File: src/rtl/bisr_ru_allocator_if.sv
// Request/result bundle between the BIST fault collector, the RU allocator and its consumers.
// The master drives a fault map and start pulse; the slave returns the RU binding.
interface bisr_ru_allocator_if #(
    parameter int ROWS          = 4,
    parameter int COLS          = 4,
    parameter int NUM_RU        = 2,
    parameter int NUM_BITS_ROWS = $clog2(ROWS),
    parameter int NUM_BITS_COLS = $clog2(COLS)
);
    logic                              start;
    logic [ROWS*COLS-1:0]              fault_map;
    logic                              alloc_busy;
    logic                              alloc_done;
    logic [NUM_RU-1:0]                 ru_en;
    logic [NUM_BITS_ROWS*NUM_RU-1:0]   ru_row_mapping;
    logic [NUM_BITS_COLS*NUM_RU-1:0]   ru_col_mapping;
    logic [ROWS*COLS-1:0]              pe_bypass;
    logic                              unrepairable;
    logic [$clog2(ROWS*COLS+1)-1:0]    num_faults;

    modport master (
        output start, fault_map,
        input  alloc_busy, alloc_done, ru_en, ru_row_mapping, ru_col_mapping,
               pe_bypass, unrepairable, num_faults
    );

    modport slave (
        input  start, fault_map,
        output alloc_busy, alloc_done, ru_en, ru_row_mapping, ru_col_mapping,
               pe_bypass, unrepairable, num_faults
    );
endinterface

File: src/rtl/bisr_ru_allocator.sv
// Binds each faulty PE of the BISR array, in row-major order, to the next free recompute unit.
// Scans one PE per clock from a shadow copy of the fault map taken on start.
module bisr_ru_allocator #(
    parameter int ROWS          = 4,
    parameter int COLS          = 4,
    parameter int NUM_RU        = 2,
    parameter int NUM_BITS_ROWS = $clog2(ROWS),
    parameter int NUM_BITS_COLS = $clog2(COLS)
) (
    input  logic                  clk,
    input  logic                  rst,
    bisr_ru_allocator_if.slave    bus
);
    localparam int NPE   = ROWS * COLS;
    localparam int IDX_W = $clog2(NPE);
    localparam int NF_W  = $clog2(NPE + 1);
    localparam int RP_W  = $clog2(NUM_RU + 1);

    localparam logic [1:0] IDLE = 2'd0;
    localparam logic [1:0] SCAN = 2'd1;
    localparam logic [1:0] DONE = 2'd2;

    logic [1:0]                      state;
    logic [NPE-1:0]                  shadow;
    logic [NUM_BITS_ROWS-1:0]        row_idx;
    logic [NUM_BITS_COLS-1:0]        col_idx;
    logic [IDX_W-1:0]                pe_idx;
    logic [RP_W-1:0]                 ru_ptr;
    logic                            alloc_busy;
    logic                            alloc_done;
    logic [NUM_RU-1:0]               ru_en;
    logic [NUM_BITS_ROWS*NUM_RU-1:0] ru_row_mapping;
    logic [NUM_BITS_COLS*NUM_RU-1:0] ru_col_mapping;
    logic [NPE-1:0]                  pe_bypass;
    logic                            unrepairable;
    logic [NF_W-1:0]                 num_faults;

    always_ff @(posedge clk) begin
        if (!rst) begin
            state          <= IDLE;
            shadow         <= '0;
            row_idx        <= '0;
            col_idx        <= '0;
            pe_idx         <= '0;
            ru_ptr         <= '0;
            alloc_busy     <= 1'b0;
            alloc_done     <= 1'b0;
            ru_en          <= '0;
            ru_row_mapping <= '0;
            ru_col_mapping <= '0;
            pe_bypass      <= '0;
            unrepairable   <= 1'b0;
            num_faults     <= '0;
        end else begin
            case (state)
                IDLE, DONE: begin
                    if (bus.start) begin
                        shadow         <= bus.fault_map;
                        row_idx        <= '0;
                        col_idx        <= '0;
                        pe_idx         <= '0;
                        ru_ptr         <= '0;
                        ru_en          <= '0;
                        ru_row_mapping <= '0;
                        ru_col_mapping <= '0;
                        pe_bypass      <= '0;
                        unrepairable   <= 1'b0;
                        num_faults     <= '0;
                        alloc_busy     <= 1'b1;
                        alloc_done     <= 1'b0;
                        state          <= SCAN;
                    end
                end
                SCAN: begin
                    if (shadow[pe_idx]) begin
                        if (num_faults != NF_W'(NPE))
                            num_faults <= num_faults + 1'b1;
                        if (ru_ptr < RP_W'(NUM_RU)) begin
                            // Loop instead of a variable part-select keeps index widths exact.
                            for (int unsigned k = 0; k < NUM_RU; k++) begin
                                if (ru_ptr == RP_W'(k)) begin
                                    ru_en[k] <= 1'b1;
                                    ru_row_mapping[k*NUM_BITS_ROWS +: NUM_BITS_ROWS] <= row_idx;
                                    ru_col_mapping[k*NUM_BITS_COLS +: NUM_BITS_COLS] <= col_idx;
                                end
                            end
                            pe_bypass[pe_idx] <= 1'b1;
                            ru_ptr            <= ru_ptr + 1'b1;
                        end else begin
                            unrepairable <= 1'b1;
                        end
                    end
                    pe_idx <= pe_idx + 1'b1;
                    if (col_idx == NUM_BITS_COLS'(COLS - 1)) begin
                        col_idx <= '0;
                        row_idx <= row_idx + 1'b1;
                    end else begin
                        col_idx <= col_idx + 1'b1;
                    end
                    if (row_idx == NUM_BITS_ROWS'(ROWS - 1) && col_idx == NUM_BITS_COLS'(COLS - 1)) begin
                        alloc_busy <= 1'b0;
                        alloc_done <= 1'b1;
                        state      <= DONE;
                    end
                end
                default: state <= IDLE;
            endcase
        end
    end

    assign bus.alloc_busy     = alloc_busy;
    assign bus.alloc_done     = alloc_done;
    assign bus.ru_en          = ru_en;
    assign bus.ru_row_mapping = ru_row_mapping;
    assign bus.ru_col_mapping = ru_col_mapping;
    assign bus.pe_bypass      = pe_bypass;
    assign bus.unrepairable   = unrepairable;
    assign bus.num_faults     = num_faults;
endmodule

File: src/flat_wrapper.sv
// flat-port wrapper written by rule: the top's interface ports become plain ports
module bisr_ru_allocator_flat 
#(
    parameter int ROWS          = 4,
    parameter int COLS          = 4,
    parameter int NUM_RU        = 2,
    parameter int NUM_BITS_ROWS = $clog2(ROWS),
    parameter int NUM_BITS_COLS = $clog2(COLS)
)
  (clk, rst, bus_start, bus_fault_map, bus_alloc_busy, bus_alloc_done, bus_ru_en, bus_ru_row_mapping, bus_ru_col_mapping, bus_pe_bypass, bus_unrepairable, bus_num_faults);
  bisr_ru_allocator_if #(.ROWS(ROWS), .COLS(COLS), .NUM_RU(NUM_RU), .NUM_BITS_ROWS(NUM_BITS_ROWS), .NUM_BITS_COLS(NUM_BITS_COLS)) bus_i ();
  input  logic clk;
  input  logic rst;
  input wire logic [$bits(bus_i.start)-1:0] bus_start;
  input wire logic [$bits(bus_i.fault_map)-1:0] bus_fault_map;
  output wire logic [$bits(bus_i.alloc_busy)-1:0] bus_alloc_busy;
  output wire logic [$bits(bus_i.alloc_done)-1:0] bus_alloc_done;
  output wire logic [$bits(bus_i.ru_en)-1:0] bus_ru_en;
  output wire logic [$bits(bus_i.ru_row_mapping)-1:0] bus_ru_row_mapping;
  output wire logic [$bits(bus_i.ru_col_mapping)-1:0] bus_ru_col_mapping;
  output wire logic [$bits(bus_i.pe_bypass)-1:0] bus_pe_bypass;
  output wire logic [$bits(bus_i.unrepairable)-1:0] bus_unrepairable;
  output wire logic [$bits(bus_i.num_faults)-1:0] bus_num_faults;
  assign bus_i.start = bus_start;
  assign bus_i.fault_map = bus_fault_map;
  assign bus_alloc_busy = bus_i.alloc_busy;
  assign bus_alloc_done = bus_i.alloc_done;
  assign bus_ru_en = bus_i.ru_en;
  assign bus_ru_row_mapping = bus_i.ru_row_mapping;
  assign bus_ru_col_mapping = bus_i.ru_col_mapping;
  assign bus_pe_bypass = bus_i.pe_bypass;
  assign bus_unrepairable = bus_i.unrepairable;
  assign bus_num_faults = bus_i.num_faults;
  bisr_ru_allocator #(.ROWS(ROWS), .COLS(COLS), .NUM_RU(NUM_RU), .NUM_BITS_ROWS(NUM_BITS_ROWS), .NUM_BITS_COLS(NUM_BITS_COLS)) u_core (.clk(clk), .rst(rst), .bus(bus_i));
endmodule
File: config.mk
export PLATFORM = sky130hd
export DESIGN_NAME = bisr_ru_allocator_flat
export DESIGN_NICKNAME = d
export VERILOG_FILES = /design/src/rtl/bisr_ru_allocator_if.sv /design/src/rtl/bisr_ru_allocator.sv /design/src/flat_wrapper.sv
export SDC_FILE = /design/constraint.sdc
export NUM_CORES = 1
export LEC_CHECK = 0
export ABC_CLOCK_PERIOD_IN_PS = 2600
export CAP_MARGIN = 40
export CORE_AREA = 2 2 87 68
export CTS_CLUSTER_SIZE = 12
export DETAILED_ROUTE_END_ITERATION = 16
export DIE_AREA = 0 0 89 70
export MAX_ROUTING_LAYER = met4
export PLACE_DENSITY = 0.82
export SLEW_MARGIN = 20
export SYNTH_ARGS = -nofsm -noshare
export SYNTH_HDL_FRONTEND = slang
export SYNTH_SLANG_ARGS = --single-unit
File: constraint.sdc
create_clock -name clk -period 2.6 [get_ports clk]
set_clock_uncertainty 0.2 [all_clocks]
set_input_delay 0.26 -clock clk [delete_from_list [all_inputs] [get_ports clk]]
set_output_delay 0.26 -clock clk [all_outputs]
set_load 0.05 [all_outputs]
==> results of run 1 <==
==> stage by stage <==
| step | area [µm²] | instances |
|---|---|---|
| after floorplan | 2660 | 282 |
| after global placement | 3210 | 401 |
| after detailed placement | 3210 | 401 |
| after CTS | 3430 | 417 |
| after global routing | 3430 | 417 |
| final | 3430 | 417 |
==> synth_stat cells (2+ instances only) <==
cell type  number  share of area [%]
mux2i_1         2               0.75
and3_4          2               0.85
a31oi_1        19                4.5
and2_1          4               0.94
a32o_1          8                3.0
nand3_1         8                1.5
a21oi_1        10                1.9
nand2b_1        2               0.47
inv_1           9                1.3
buf_6           4                1.7
clkbuf_1        9                1.3
o21ai_0         6                1.1
a21boi_0       18                5.1
nor2_1         26                3.7
a22oi_1         2               0.57
mux4_2          3                2.5
ha_1           10                4.7
dfxtp_1        62                 47
nand4_1         3               0.71
o31a_1          2               0.66
nand2_2         2               0.47
nand2_1        38                5.4
nor2b_1         8                1.9
buf_2           3               0.57
o21a_1          3               0.85
nor4_1          3               0.71
==> cells in the final DEF, fill, tap and decap left out, types with 2 or more instances in the layout <==
| cell type | n |
|---|---|
| a31oi_1 | 19 |
| nand2b_1 | 2 |
| nor2_1 | 26 |
| o21ai_0 | 6 |
| nor2b_1 | 8 |
| clkbuf_8 | 10 |
| nor4_1 | 3 |
| nand2_1 | 38 |
| nand2_2 | 2 |
| o31a_1 | 2 |
| clkbuf_1 | 2 |
| clkdlybuf4s50_1 | 52 |
| mux2i_1 | 2 |
| mux4_2 | 3 |
| inv_1 | 9 |
| and2_1 | 4 |
| dfxtp_1 | 62 |
| a22oi_1 | 2 |
| o21a_1 | 3 |
| ha_1 | 10 |
| bufinv_16 | 2 |
| a21oi_1 | 10 |
| clkinv_2 | 2 |
| nand4_1 | 3 |
| and3_4 | 2 |
| nand3_1 | 8 |
| a32o_1 | 8 |
| buf_4 | 8 |
| a21boi_0 | 18 |
==> sequential cells by signal, indices dropped and copies added, names as in the netlist, 2 cells and up <==
| register | flops |
|---|---|
| u_core.bus.num_faults | 5 |
| u_core.bus.pe_bypass | 16 |
| u_core.bus.ru_col_mapping | 4 |
| u_core.bus.ru_en | 2 |
| u_core.bus.ru_row_mapping | 4 |
| u_core.col_idx | 2 |
| u_core.pe_idx | 4 |
| u_core.row_idx | 2 |
| u_core.ru_ptr | 2 |
| u_core.shadow | 16 |
| u_core.state | 2 |
==> report_power, final <==
part / switching (W) / internal [W]
combinational: 0.000159 / 0.000108
clock: 0.000352 / 0.000563
sequential: 0.0000245 / 0.000981
total: 0.000536 / 0.00165
==> cell families (layout without fill, tap and decap cells) <==
kind of cell / Yosys count / count (layout) / synth area share, %
and+or+nand+nor: 103 / 103 / 19.1
buffers and inverters: 28 / 85 / 5.79
DFF: 62 / 62 / 46.7
adders and majority gates: 10 / 10 / 4.71
muxes: 5 / 5 / 3.30
AOI/OAI and AO/OA: 72 / 72 / 19.7
xor gates and xnor gates: 2 / 2 / 0.660
==> final cells by class <==
cell class                      instances  area (µm²)
Fill cell                             477        2100
Multi-Input combinational cell        192        1260
Sequential cell                        62        1240
Timing Repair Buffer                   60         581
Clock buffer                           12         145
Tap cell                               78        97.6
Clock inverter                          4        70.1
Inverter                                9        33.8
==> final timing paths <==
path                         start                     to  slack [ps]  cells after the start
min reg2reg  u_core.bus.alloc_done  u_core.bus.alloc_done         250                      2
min          u_core.bus.alloc_done  u_core.bus.alloc_done         250                      2
max reg2reg       u_core.pe_idx[0]    u_core.bus.ru_en[0]         390                      5
max               u_core.pe_idx[0]    u_core.bus.ru_en[0]         390                      5
==> metal layers <==
metal  track usage (%)  up-vias
li1                  -     1102
met4              5.47        0
met3              6.86        9
met2              29.4       70
met5                 -        -
met1              25.3     1059
==> worst reg2reg max path, delay by kind of cell (launching register included) <==
family	cells	cell delay, ps
simple gates	1	130
flops	1	530
compound gates	3	610
mux	1	600
==> run metrics, run 1 <==
Antenna Nets Post-Route=0; Critical Path Start Type=flip-flop; Rel. slew slack=55.0%; Syn Nets=311; critical path type=reg -> reg; Clock Tree Buf Depth=2; CP Buf/Inv Count=0; number of diodes=0; Final Cycle Share=between 80% and 90%; initial antenna violation count=0; drt total wl=5760 µm; number of enable flip-flop cells after synthesis=0; largest net degree at the start of global routing=34; area delta synth->final=29.1%; met2 WL post-DR=2620 µm; Setup TNS=0 ps; P per Cell Area=638 nW/µm²; Worst Setup End Kind=flip-flop; number of buffers created by CTS=9; final core occ=62.1%; syn_area_per_cell=9.42 µm²; Reg clk slew, reported paths=70 ps; WL/cell=13.8 µm; Pleak=1.27 nW; HPWL after DPL=4110 µm; Sink Count=62; post-synthesis cell area=2660 µm²; IO Count=53; gp weighted congestion=0.816; worst-margin pin slew=between 600 and 700 ps; DRC=0; H-tree levels=3; Final Max Slew Viols=0; die area=6230 µm²; Unique masters post-synth=42; Post-synth ARST share=0%; Hold Vio Cnt, Final=0; hold_ws=between 200 and 300 ps; Max Used Layer=met4; die width=approximately 89 µm; Clk Tree Root Cell=clkbuf_8; PortBufs=between 50 and 60; crit-path max cell delay=600 ps; DR pass1 iterations=4; worst slack at placement=around 300 ps; Arrival @ worst endpoint=between 2000 and 2500 ps; first-pass GRT wire length=9250 µm; Design Power=about 0.0022 W; CP Cell Sequence=mux4_2 -> nand3b_4 -> a41oi_4 -> o21ai_0 -> a21oi_1; fmax=0.453 GHz; CTS tree=built; vias in the first global route=slightly above 2000; Resized Gates After CTS=0; CP max-delay cell=mux4_2; Worst VDD drop=0.438 mV; share of layout cells above drive strength 1=10.0%; Vias/cell=5.37; Yosys reg bits=62; Iteration-0 DRC Markers=approximately 130; Global Route Usage Sum=19.6%; initial core utilization=48.1%; RSZ-0062 raised after global routing=false; Yosys warning count=0; final net count=between 300 and 400; die height=70 µm; status=completed; row cnt=24; Max Cap Violations=0; Final min period=2210 ps; latest clock arrival within the worst-skew pair=approximately 340 ps; Main synth FF type=dfxtp_1; M1 WL=~2700 µm; type of the worst min-delay path=reg -> reg; setup ws final=390 ps; post-CTS setup buffers=0; routed vias=2240; sequential share of the synthesized area=46.7%; Req. time, crit path=2600 ps; Max FO, Critical Path=6; final setup violating endpoints=0; Post-CTS Hold Buffers=0; DR WL met3=around 350 µm; total core area=5530 µm²; CP top delay family=compound AO/OA/AOI/OAI gates; Synth Instances=282; grt ovf=0
(Power assumes the default switching activity.)
==> inputs of run 2 (changes only) <==
--- a/config.mk
+++ b/config.mk
@@ -5,14 +5,14 @@
 export SDC_FILE = /design/constraint.sdc
 export NUM_CORES = 1
 export LEC_CHECK = 0
-export ABC_CLOCK_PERIOD_IN_PS = 2600
+export ABC_CLOCK_PERIOD_IN_PS = 2020
 export CAP_MARGIN = 40
-export CORE_AREA = 2 2 87 68
+export CORE_AREA = 2 2 91 71
 export CTS_CLUSTER_SIZE = 12
 export DETAILED_ROUTE_END_ITERATION = 16
-export DIE_AREA = 0 0 89 70
+export DIE_AREA = 0 0 93 73
 export MAX_ROUTING_LAYER = met4
-export PLACE_DENSITY = 0.82
+export PLACE_DENSITY = 0.79
 export SLEW_MARGIN = 20
 export SYNTH_ARGS = -nofsm -noshare
 export SYNTH_HDL_FRONTEND = slang
==> constraint.sdc (replaced) <==
create_clock -name clk -period 2.02 [get_ports clk]
set_clock_uncertainty 0.2 [all_clocks]
set_input_delay 0.202 -clock clk [delete_from_list [all_inputs] [get_ports clk]]
set_output_delay 0.202 -clock clk [all_outputs]
set_load 0.05 [all_outputs]
==> run metrics, run 2 (synthesis results as in run 1) <==
status=complete, but fails checks (was completed); failing checks=negative setup slack; Worst Setup End Kind=flip-flop (unchanged); Arrival @ worst endpoint=2090 ps (was 2200 ps); M1 WL=2920 µm (was 2730 µm); Reg-to-Reg Start=u_core.pe_idx[0] (unchanged); commonest non-fill, non-tap cells in the layout=59 x dfxtp_1, 50 x clkdlybuf4s50_1, 38 x nand2_1 (was 62 x dfxtp_1, 52 x clkdlybuf4s50_1, 38 x nand2_1); Post-CTS Hold Buffers=0 (unchanged); Final Cycle Share=102% (was 85.0%); met2 WL post-DR=2680 µm (was 2620 µm); worst hold path cell count=3 (was 2); Setup TNS=-204 ps (was 0 ps); IO Count=53 (unchanged); RSZ-0062 raised after global routing=true (was false); total core area=6010 µm² (was 5530 µm²); most common cell after layout, fill and taps aside=dfxtp_1 (unchanged); die width=93 µm (was 89 µm); Final Max Slew Viols=0 (unchanged); number of buffers created by CTS=9 (unchanged); Global Route Usage Sum=20.2% (was 19.6%); Critical Path Start Type=flip-flop (unchanged); area delta synth->final=35.8% (was 29.1%); biggest regs=u_core.bus.pe_bypass (16), u_core.shadow (16), u_core.bus.num_faults (5) (unchanged); first-pass GRT wire length=10300 µm (was 9250 µm); Hold Vio Cnt, Final=0 (unchanged); final setup violating endpoints=8 (was 0); HPWL after DPL=4290 µm (was 4110 µm); Rel. slew slack=66.5% (was 55.0%); final net count=376 (was 363); CTS tree=built (unchanged); R2R Path End=u_core.bus.ru_col_mapping[1] (was u_core.bus.ru_en[0]); Antenna Nets Post-Route=0 (unchanged); Max FO, Critical Path=6 (unchanged); initial antenna violation count=0 (unchanged); placed inst area=3300 µm² (was 3210 µm²); number of diodes=0 (unchanged); Sink Count=62 (unchanged); hold_ws=211 ps (was 254 ps); initial core utilization=44.2% (was 48.1%); DR WL met3=336 µm (was 350 µm); Clock Tree Buf Depth=2 (unchanged); routed vias=2290 (was 2240); fmax=0.486 GHz (was 0.453 GHz); die height=73 µm (was 70 µm); worst slack at placement=-211 ps (was 303 ps); largest net degree at the start of global routing=35 (was 34); share of layout cells above drive strength 1=15.6% (was 10.0%); Vias/cell=5.29 (was 5.37); design area=3610 µm² (was 3430 µm²); Clk Tree Root Cell=clkbuf_8 (unchanged); P per Cell Area=857 nW/µm² (was 638 nW/µm²); vias in the first global route=2238 (was 2040); type of the worst min-delay path=in -> reg (was reg -> reg); Design Power=0.00309 W (was 0.00219 W); hold path endpoint=u_core.shadow[15] (was u_core.bus.alloc_done); DRC=0 (unchanged); drt total wl=5990 µm (was 5760 µm); Reg clk slew, reported paths=70 ps (about the same); latest clock arrival within the worst-skew pair=350 ps (was 340 ps); setup ws final=-36.2 ps (was 390 ps); worst reg-to-reg setup slack=-40 ps (was 390 ps); Max Cap Violations=0 (unchanged); Pleak=1.38 nW (was 1.27 nW); gp weighted congestion=0.822 (was 0.816); WL/cell=13.8 µm (about the same); critical path type=reg -> reg (unchanged); grt ovf=0 (unchanged); Max Used Layer=met4 (unchanged); Iteration-0 DRC Markers=133 (was 126); cells on worst reg2reg path=6 (was 5); min-delay src=bus_fault_map[15] (was u_core.bus.alloc_done); Req. time, crit path=2060 ps (was 2600 ps); row cnt=25 (was 24); die area=6790 µm² (was 6230 µm²); DR pass1 iterations=4 (unchanged); Worst VDD drop=0.618 mV (was 0.438 mV); worst-margin pin slew=501 ps (was 668 ps); Final min period=2060 ps (was 2210 ps); H-tree levels=3 (unchanged); PortBufs=52 (unchanged)
## run 2: changes by cell type in the layout (fill, tap and decap cells not counted), moves of 2 or more
cell | before | now
o21ai_0 | 6 | 4
dfxtp_1 | 62 | 59
clkdlybuf4s50_1 | 52 | 50
dfxtp_4 | 0 | 2
bufinv_16 | 2 | 4
buf_4 | 8 | 21
## run 2: metrics by stage
step / util [%] / cells
floorplan: - / 282
global placement: 54.9 / 414
detailed placement: 54.9 / 414
CTS: 59.7 / 432
global route: 60.0 / 433
finish: 60.0 / 433
## run 2: layout make-up
cell class,count,area [µm²]
Tap cell,81,101
Clock buffer,10,128
Sequential cell,62,1250
Multi-Input combinational cell,192,1280
Timing Repair Buffer,73,682
Inverter,9,33.8
Fill cell,549,2400
Clock inverter,6,134
## run 2: how the worst max path moves through the flow
stage                      from                           end  slack, ps  depth (start not counted)
2_1_floorplan  u_core.pe_idx[0]  u_core.bus.ru_col_mapping[0]        -10                          7
3_3_place_gp          bus_start      u_core.bus.num_faults[2]       -160                          6
3_5_place_dp          bus_start      u_core.bus.num_faults[2]       -210                          6
4_1_cts        u_core.pe_idx[0]  u_core.bus.ru_row_mapping[1]        -30                          6
5_1_grt        u_core.pe_idx[0]  u_core.bus.ru_row_mapping[0]        -80                          6
6_report       u_core.pe_idx[0]  u_core.bus.ru_col_mapping[1]        -40                          6
## run 2: repair_timing
item                       CTS  global route
setup buffers                2             1
gates resized for setup      5             4
pin swaps                    5             2
setup endpoints to repair    8            32
## run 2: layer usage
metal | vias to the layer above | global-route usage (%)
met5 | - | -
met4 | 0 | 4.41
met3 | 8 | 8.16
met2 | 64 | 30.8
met1 | 1091 | 25.4
li1 | 1127 | -
## run 2: power by group
| part | total, W | internal, W | switching (W) |
|---|---|---|---|
| logic | 0.000375 | 0.000161 | 0.000213 |
| registers | 0.00129 | 0.00126 | 0.0000296 |
| clock network | 0.00142 | 0.000944 | 0.000479 |
## run 2: worst max-delay path: stages, from the launching register on
cell and delay [ps]:
dfxtp_4 390, mux4_2 560, nand2_4 110, a41oi_4 150, buf_6 150, and3_4 180, a32o_1 210
